==> src/rtl/mem_alu_arb.sv <==
// -----------------------------------------------------------------------------
// mem_alu_arb
//
// Two-requester round-robin arbiter and transaction sequencer for the shared
// mem_alu register/ALU block. Read/write requests arrive on two valid/ready
// ports. One transaction at a time goes onto the mem_alu bus. Read results
// return, after the fixed read latency, to the requester that issued the read.
//
// Optional build macro: MEM_ALU_ARB_STATS_EN
//   defined     -> saturating 16-bit per-requester grant counters on grant_cntN
//   not defined -> grant_cntN tied to 0, no counter flops
//
// Ports
//   clk, reset                  clock (rising edge), async active-low reset
//   reqN_valid/ready            request handshake (ready combinational, IDLE only)
//   reqN_rd_wr/addr/wr_data     request fields (1 = read, 0 = write)
//   rspN_valid                  one-cycle read-response pulse
//   rspN_rd_data/rspN_res       captured read data / ALU result (held)
//   mem_rd_wr/addr/enable/
//   mem_wr_data                 registered drive to mem_alu
//   mem_rd_data/mem_res_out     read return from mem_alu
//   grant_cntN                  grant statistics (see macro above)
//
// Parameters
//   ADDR_WIDTH, DATA_WIDTH, RES_WIDTH  bus widths
//   RD_LAT  cycles from the enable-high issue cycle to valid read data (1..7)
// -----------------------------------------------------------------------------
module mem_alu_arb #(
  parameter int ADDR_WIDTH = 2,
  parameter int DATA_WIDTH = 8,
  parameter int RES_WIDTH  = 16,
  parameter int RD_LAT     = 1
) (
  input  logic                  clk,
  input  logic                  reset,

  input  logic                  req0_valid,
  output logic                  req0_ready,
  input  logic                  req0_rd_wr,
  input  logic [ADDR_WIDTH-1:0] req0_addr,
  input  logic [DATA_WIDTH-1:0] req0_wr_data,

  input  logic                  req1_valid,
  output logic                  req1_ready,
  input  logic                  req1_rd_wr,
  input  logic [ADDR_WIDTH-1:0] req1_addr,
  input  logic [DATA_WIDTH-1:0] req1_wr_data,

  output logic                  rsp0_valid,
  output logic [DATA_WIDTH-1:0] rsp0_rd_data,
  output logic [RES_WIDTH-1:0]  rsp0_res,

  output logic                  rsp1_valid,
  output logic [DATA_WIDTH-1:0] rsp1_rd_data,
  output logic [RES_WIDTH-1:0]  rsp1_res,

  output logic                  mem_rd_wr,
  output logic [ADDR_WIDTH-1:0] mem_addr,
  output logic                  mem_enable,
  output logic [DATA_WIDTH-1:0] mem_wr_data,
  input  logic [DATA_WIDTH-1:0] mem_rd_data,
  input  logic [RES_WIDTH-1:0]  mem_res_out,

  output logic [15:0]           grant_cnt0,
  output logic [15:0]           grant_cnt1
);

  typedef enum logic [1:0] {
    IDLE  = 2'd0,
    ISSUE = 2'd1,
    WAIT  = 2'd2,
    RESP  = 2'd3
  } state_t;

  state_t          state_q;
  logic            last_q;   // id of the most recent grant; reset to 1 so req0 is favoured
  logic            id_q;     // id of the in-flight requester
  logic [2:0]      wait_q;   // remaining WAIT cycles

  logic                  any_valid;
  logic                  win_id;
  logic                  grant;
  logic                  sel_rd_wr;
  logic [ADDR_WIDTH-1:0] sel_addr;
  logic [DATA_WIDTH-1:0] sel_wr_data;

  // Arbitration: a lone requester wins; with both valid, the one not granted
  // last time wins.
  // NOTE: every always_comb output gets a default-free full assignment on all
  // paths, so no latch can be inferred.
  always_comb begin
    any_valid   = req0_valid | req1_valid;
    win_id      = (req0_valid & req1_valid) ? ~last_q : req1_valid;
    grant       = (state_q == IDLE) & any_valid;
    sel_rd_wr   = win_id ? req1_rd_wr   : req0_rd_wr;
    sel_addr    = win_id ? req1_addr    : req0_addr;
    sel_wr_data = win_id ? req1_wr_data : req0_wr_data;
  end

  // Ready ports are forced low while reset is asserted; the gating stays on the
  // port path only so reset never feeds flop data inputs.
  assign req0_ready = reset & grant & ~win_id;
  assign req1_ready = reset & grant &  win_id;

  // NOTE: sequential state uses non-blocking assignments so every flop samples
  // pre-edge values regardless of statement order.
  always_ff @(posedge clk or negedge reset) begin
    if (!reset) begin
      // NOTE: the mem_* and rsp* data registers are reset too, because every
      // output must read 0 while reset is held.
      state_q      <= IDLE;
      last_q       <= 1'b1;
      id_q         <= 1'b0;
      wait_q       <= '0;
      mem_rd_wr    <= 1'b0;
      mem_addr     <= '0;
      mem_enable   <= 1'b0;
      mem_wr_data  <= '0;
      rsp0_valid   <= 1'b0;
      rsp0_rd_data <= '0;
      rsp0_res     <= '0;
      rsp1_valid   <= 1'b0;
      rsp1_rd_data <= '0;
      rsp1_res     <= '0;
    end else begin
      rsp0_valid <= 1'b0;
      rsp1_valid <= 1'b0;
      mem_enable <= 1'b0;
      case (state_q)
        IDLE: begin
          if (grant) begin
            // The mem_* registers double as the request latch; they hold their
            // value until the next accept.
            mem_rd_wr   <= sel_rd_wr;
            mem_addr    <= sel_addr;
            mem_wr_data <= sel_wr_data;
            mem_enable  <= 1'b1;
            id_q        <= win_id;
            last_q      <= win_id;
            state_q     <= ISSUE;
          end
        end
        ISSUE: begin
          if (!mem_rd_wr) begin
            state_q <= IDLE;
          end else if (RD_LAT == 1) begin
            state_q <= RESP;
          end else begin
            wait_q  <= 3'(RD_LAT - 1);
            state_q <= WAIT;
          end
        end
        WAIT: begin
          wait_q <= wait_q - 3'd1;
          if (wait_q == 3'd1) state_q <= RESP;
        end
        RESP: begin
          if (id_q) begin
            rsp1_rd_data <= mem_rd_data;
            rsp1_res     <= mem_res_out;
            rsp1_valid   <= 1'b1;
          end else begin
            rsp0_rd_data <= mem_rd_data;
            rsp0_res     <= mem_res_out;
            rsp0_valid   <= 1'b1;
          end
          state_q <= IDLE;
        end
        default: state_q <= IDLE;
      endcase
    end
  end

`ifdef MEM_ALU_ARB_STATS_EN
  logic [15:0] grant_cnt0_q;
  logic [15:0] grant_cnt1_q;

  // Saturating grant counters: stick at 16'hFFFF instead of wrapping.
  always_ff @(posedge clk or negedge reset) begin
    if (!reset) begin
      grant_cnt0_q <= '0;
      grant_cnt1_q <= '0;
    end else if (grant) begin
      if (!win_id && grant_cnt0_q != 16'hFFFF) grant_cnt0_q <= grant_cnt0_q + 16'd1;
      if ( win_id && grant_cnt1_q != 16'hFFFF) grant_cnt1_q <= grant_cnt1_q + 16'd1;
    end
  end

  assign grant_cnt0 = grant_cnt0_q;
  assign grant_cnt1 = grant_cnt1_q;
`else
  assign grant_cnt0 = '0;
  assign grant_cnt1 = '0;
`endif

endmodule
==> config.mk <==
export PLATFORM = sky130hd
export DESIGN_NAME = mem_alu_arb
export DESIGN_NICKNAME = d
export VERILOG_FILES = /design/src/rtl/mem_alu_arb.sv
export SDC_FILE = /design/constraint.sdc
export NUM_CORES = 1
export LEC_CHECK = 0
export ABC_AREA = 1
export CAP_MARGIN = 10
export CORE_ASPECT_RATIO = 1.4
export CORE_UTILIZATION = 37
export DETAILED_ROUTE_END_ITERATION = 7
export PLACE_DENSITY = 0.74
export SLEW_MARGIN = 20
export SYNTH_ARGS = -nofsm -noshare
export SYNTH_HDL_FRONTEND = slang
export SYNTH_SLANG_ARGS = --single-unit
==> constraint.sdc <==
create_clock -name clk -period 1.05 [get_ports clk]
set_input_delay 0.105 -clock clk [delete_from_list [all_inputs] [get_ports clk]]
set_output_delay 0.105 -clock clk [all_outputs]
set_load 0.005 [all_outputs]
==> flow_summary_export.csv <==
group,metric,value,unit
logic_synthesis,synth_edf_count,0,
run_status,violations,"setup timing",
setup_path,rr_worst_depth,7,
sta,finalCriticalPeriod,1.39,ns
logic_synthesis,ys.flop_type,"dfrtp_1",
setup_path,reg2reg_setup_slack,-0.34,ns
layout,num_antenna_cells,0,
sta,timing.fmax,720,MHz
setup_path,r2r-end,"wait_q[0]",
global_route,grt_overflow,0,
placement,place_inst,570,
clocking,cts.path.max_buffers,2,
routing,num_vias,2969,
sta,rsz0062_at_grt,"true",
power_and_ir_drop,seq_power_share,30.7,%
routing,drt-initial-drc-count,86,
setup_path,cp.required,1.29,ns
power_and_ir_drop,p_total,15900,uW
routing,vias_per_cell,4.60,
floorplanning,die_w,80.1,um
clocking,clock_latency,0.33,ns
floorplanning,initial_core_util,38.5,%
global_route,antenna_found_initial,0,
setup_path,crit_start,"state_q[0]",
logic_synthesis,ys_warn_count,0,
clocking,cts_made_buffers,9,
floorplanning,rows,39,
clocking,cts_tree,"done",
setup_path,r2r-start,"state_q[0]",
floorplanning,die_h,111,um
power_and_ir_drop,netSwitchingFraction,34.2,%
sta,max_slew_margin,42.6,%
run_status,status,"complete, but fails checks",
routing,drc,0,
logic_synthesis,synth_most_common_cell,"nand2_1",
setup_path,cp-start-kind,"flop",
clocking,cts.clk_slew.worst_paths,0.05,ns
setup_path,end_kind,"flop",
global_route,use_met1,23.3,%
clocking,h-tree-depth,3,
power_and_ir_drop,pwr-share-comb,51.0,%
power_and_ir_drop,power.leakage,0.00293,uW
clocking,clock-sinks,69,
clocking,clock_tree.root_cell,"clkbuf_16",
logic_synthesis,synth_common_cells,"nand2_1 (94), dfrtp_1 (68), inv_1 (56), buf_4 (32), o21ai_0 (29)",
power_and_ir_drop,p_sw,5430,uW
global_route,groute.layer.met2.usage,40.7,%
routing,firstDrtPassIters,4,
logic_synthesis,avgSynthCellArea,8.87,um^2
logic_synthesis,synth_top_area_share,53.9,%
power_and_ir_drop,power_density,2840,nW/um^2
placement,io_buffers,113,
global_route,grt_max_degree,70,
floorplanning,io_pins,146,
setup_path,critPathCapture,"wait_q[0]",
layout,instances_no_fill,646,
sta,tightest_slew,0.860,ns
power_and_ir_drop,intPower,10400,uW
global_route,busiest_layer,"met2",
routing,wirelength,9.74,mm
sta,finalSetupViolations,71,
routing,ant_nets,0,
flow_run,maxCapViolCount,0,
min_path,hold_path.class,"primary input to async pin",
layout,drive_gt1_share,42.3,%
sta,finalHoldViolCount,0,
sta,fin_ws,-0.338,ns
logic_synthesis,yosysSeqAreaShare,54.7,%
logic_synthesis,syn_inst,356,
clocking,postCtsHoldBufs,0,
power_and_ir_drop,clkPwrFrac,18.3,%
sta,final_max_slew_viol_count,0,
placement,hpwlAfterDp,5.15,mm
logic_synthesis,synthTopCellsByArea,"dfrtp_1 (54%), nand2_1 (11%), buf_4 (7.6%)",
layout,nNetsFinal,593,
layout,area_growth,76.7,%
logic_synthesis,ys_seq_elements,69,
sta,timing.final.crit_share,132,%
logic_synthesis,ys_types,22,
sta,skew,0.00569,ns
global_route,grt_pass1_vias,3067,
setup_path,path_max_fanout,4,
placement,place.gp.congestion,0.783,
routing,post_drt_wl_per_cell,15.1,um
logic_synthesis,synth_area,3160,um^2
setup_path,worstPathArrival,1.62,ns
logic_synthesis,synthArstFlopShare,100,%
floorplanning,coreArea,8200,um^2
setup_path,critical_path_class,"flop to flop",
power_and_ir_drop,irDropWorstVdd,1520,uV
logic_synthesis,yosys.area.top_type,"dfrtp_1",
global_route,grt_pass1_wl,14.9,mm
sta,finalSetupTns,-15.14,ns
global_route,track_usage,22.5,%
floorplanning,die_area,8920,um^2
global_route,met3_usage,6.72,%
power groups by stage:
stage	Clock, uW	Sequential, uW	Combinational, uW
floorplan	0	4820	2200
global route	3100	5000	8770
finish	2910	4870	8100
global placement	0	4700	5320
CTS	2960	4860	7430
detailed placement	0	4750	5510
metal layers:
metal	wire (um)	vias to the layer above	share of wire (%)
met4	264	0	2.7
met1	3450	1413	35
met2	5420	130	56
met3	607	26	6.2
met5	0	-	0
li1	-	1400	-
cells by family after synthesis:
group | after synthesis | synth area share, %
and+or+nand+nor | 127 | 16.7
buffers and inverters | 104 | 17.9
DFF | 69 | 54.7
AOI/OAI and AO/OA | 51 | 9.27
xor gates and xnor gates | 2 | 0.555
adders and majority gates | 2 | 0.792
other | 1 | 0.119
worst max-delay path: stages, from the launching register on:
cell and delay [ns]:
dfrtp_1 0.39, buf_4 0.14, buf_6 0.12, buf_4 0.13
buf_6 0.11, nor2_4 0.13, buf_6 0.11, xor2_1 0.17
area by class of cell:
cell class | instances | area (um^2)
clock buffer | 12 | 246
inverter | 57 | 221
multi-input combinational | 214 | 1300
timing repair buffer | 190 | 1920
clock inverter | 2 | 35.0
tap | 102 | 128
fill | 639 | 2620
sequential | 69 | 1730
what timing repair did:
action                                  CTS  global route
buffers inserted                         30            21
endpoints found under the setup margin  128           115
resized for setup                       272            72
gates cloned                             15             1
pin swaps                                16            12
registers in the layout, indices dropped and copies added (netlist names):
signal and cells:
mem_rd_wr 1, rsp1_res 16, state_q 2, rsp0_rd_data 8
mem_addr 2, wait_q 3, rsp1_valid 1, mem_wr_data 8
id_q 1, last_q 1, rsp0_res 16, rsp1_rd_data 8
rsp0_valid 1, mem_enable 1
cells in the final DEF (no fill, tap or decap), types with 8 or more instances in the layout:
cell type / instances
buf_2: 9
conb_1: 32
clkdlybuf4s15_1: 18
o21ai_2: 23
buf_6: 12
nand2_1: 44
buf_4: 42
clkbuf_16: 10
nand2_2: 35
clkbuf_2: 37
buf_16: 12
clkdlybuf4s50_1: 48
nand2_4: 16
o21ai_1: 26
buf_12: 8
inv_1: 50
dfrtp_1: 68
nand3_1: 19
per-stage QoR:
step,hold WS (ns),cell area (um^2),worst slack [ns],util (%)
floorplan,-0.191,3280,-0.0479,-
global placement,0.406,4330,-0.455,52.8
detailed placement,0.414,4330,-0.532,52.8
CTS,0.0655,5500,-0.326,67.1
global route,0.114,5580,-0.400,68.1
finish,0.0426,5580,-0.338,68.1
worst min-delay path by stage:
stage               start      endpoint
global placement    reset  rsp0_res[15]
CTS                 reset  rsp1_res[15]
detailed placement  reset  rsp1_res[15]
floorplan           reset          id_q
finish              reset   rsp0_res[0]
global route        reset   rsp1_res[0]
(Power assumes the default switching activity.)
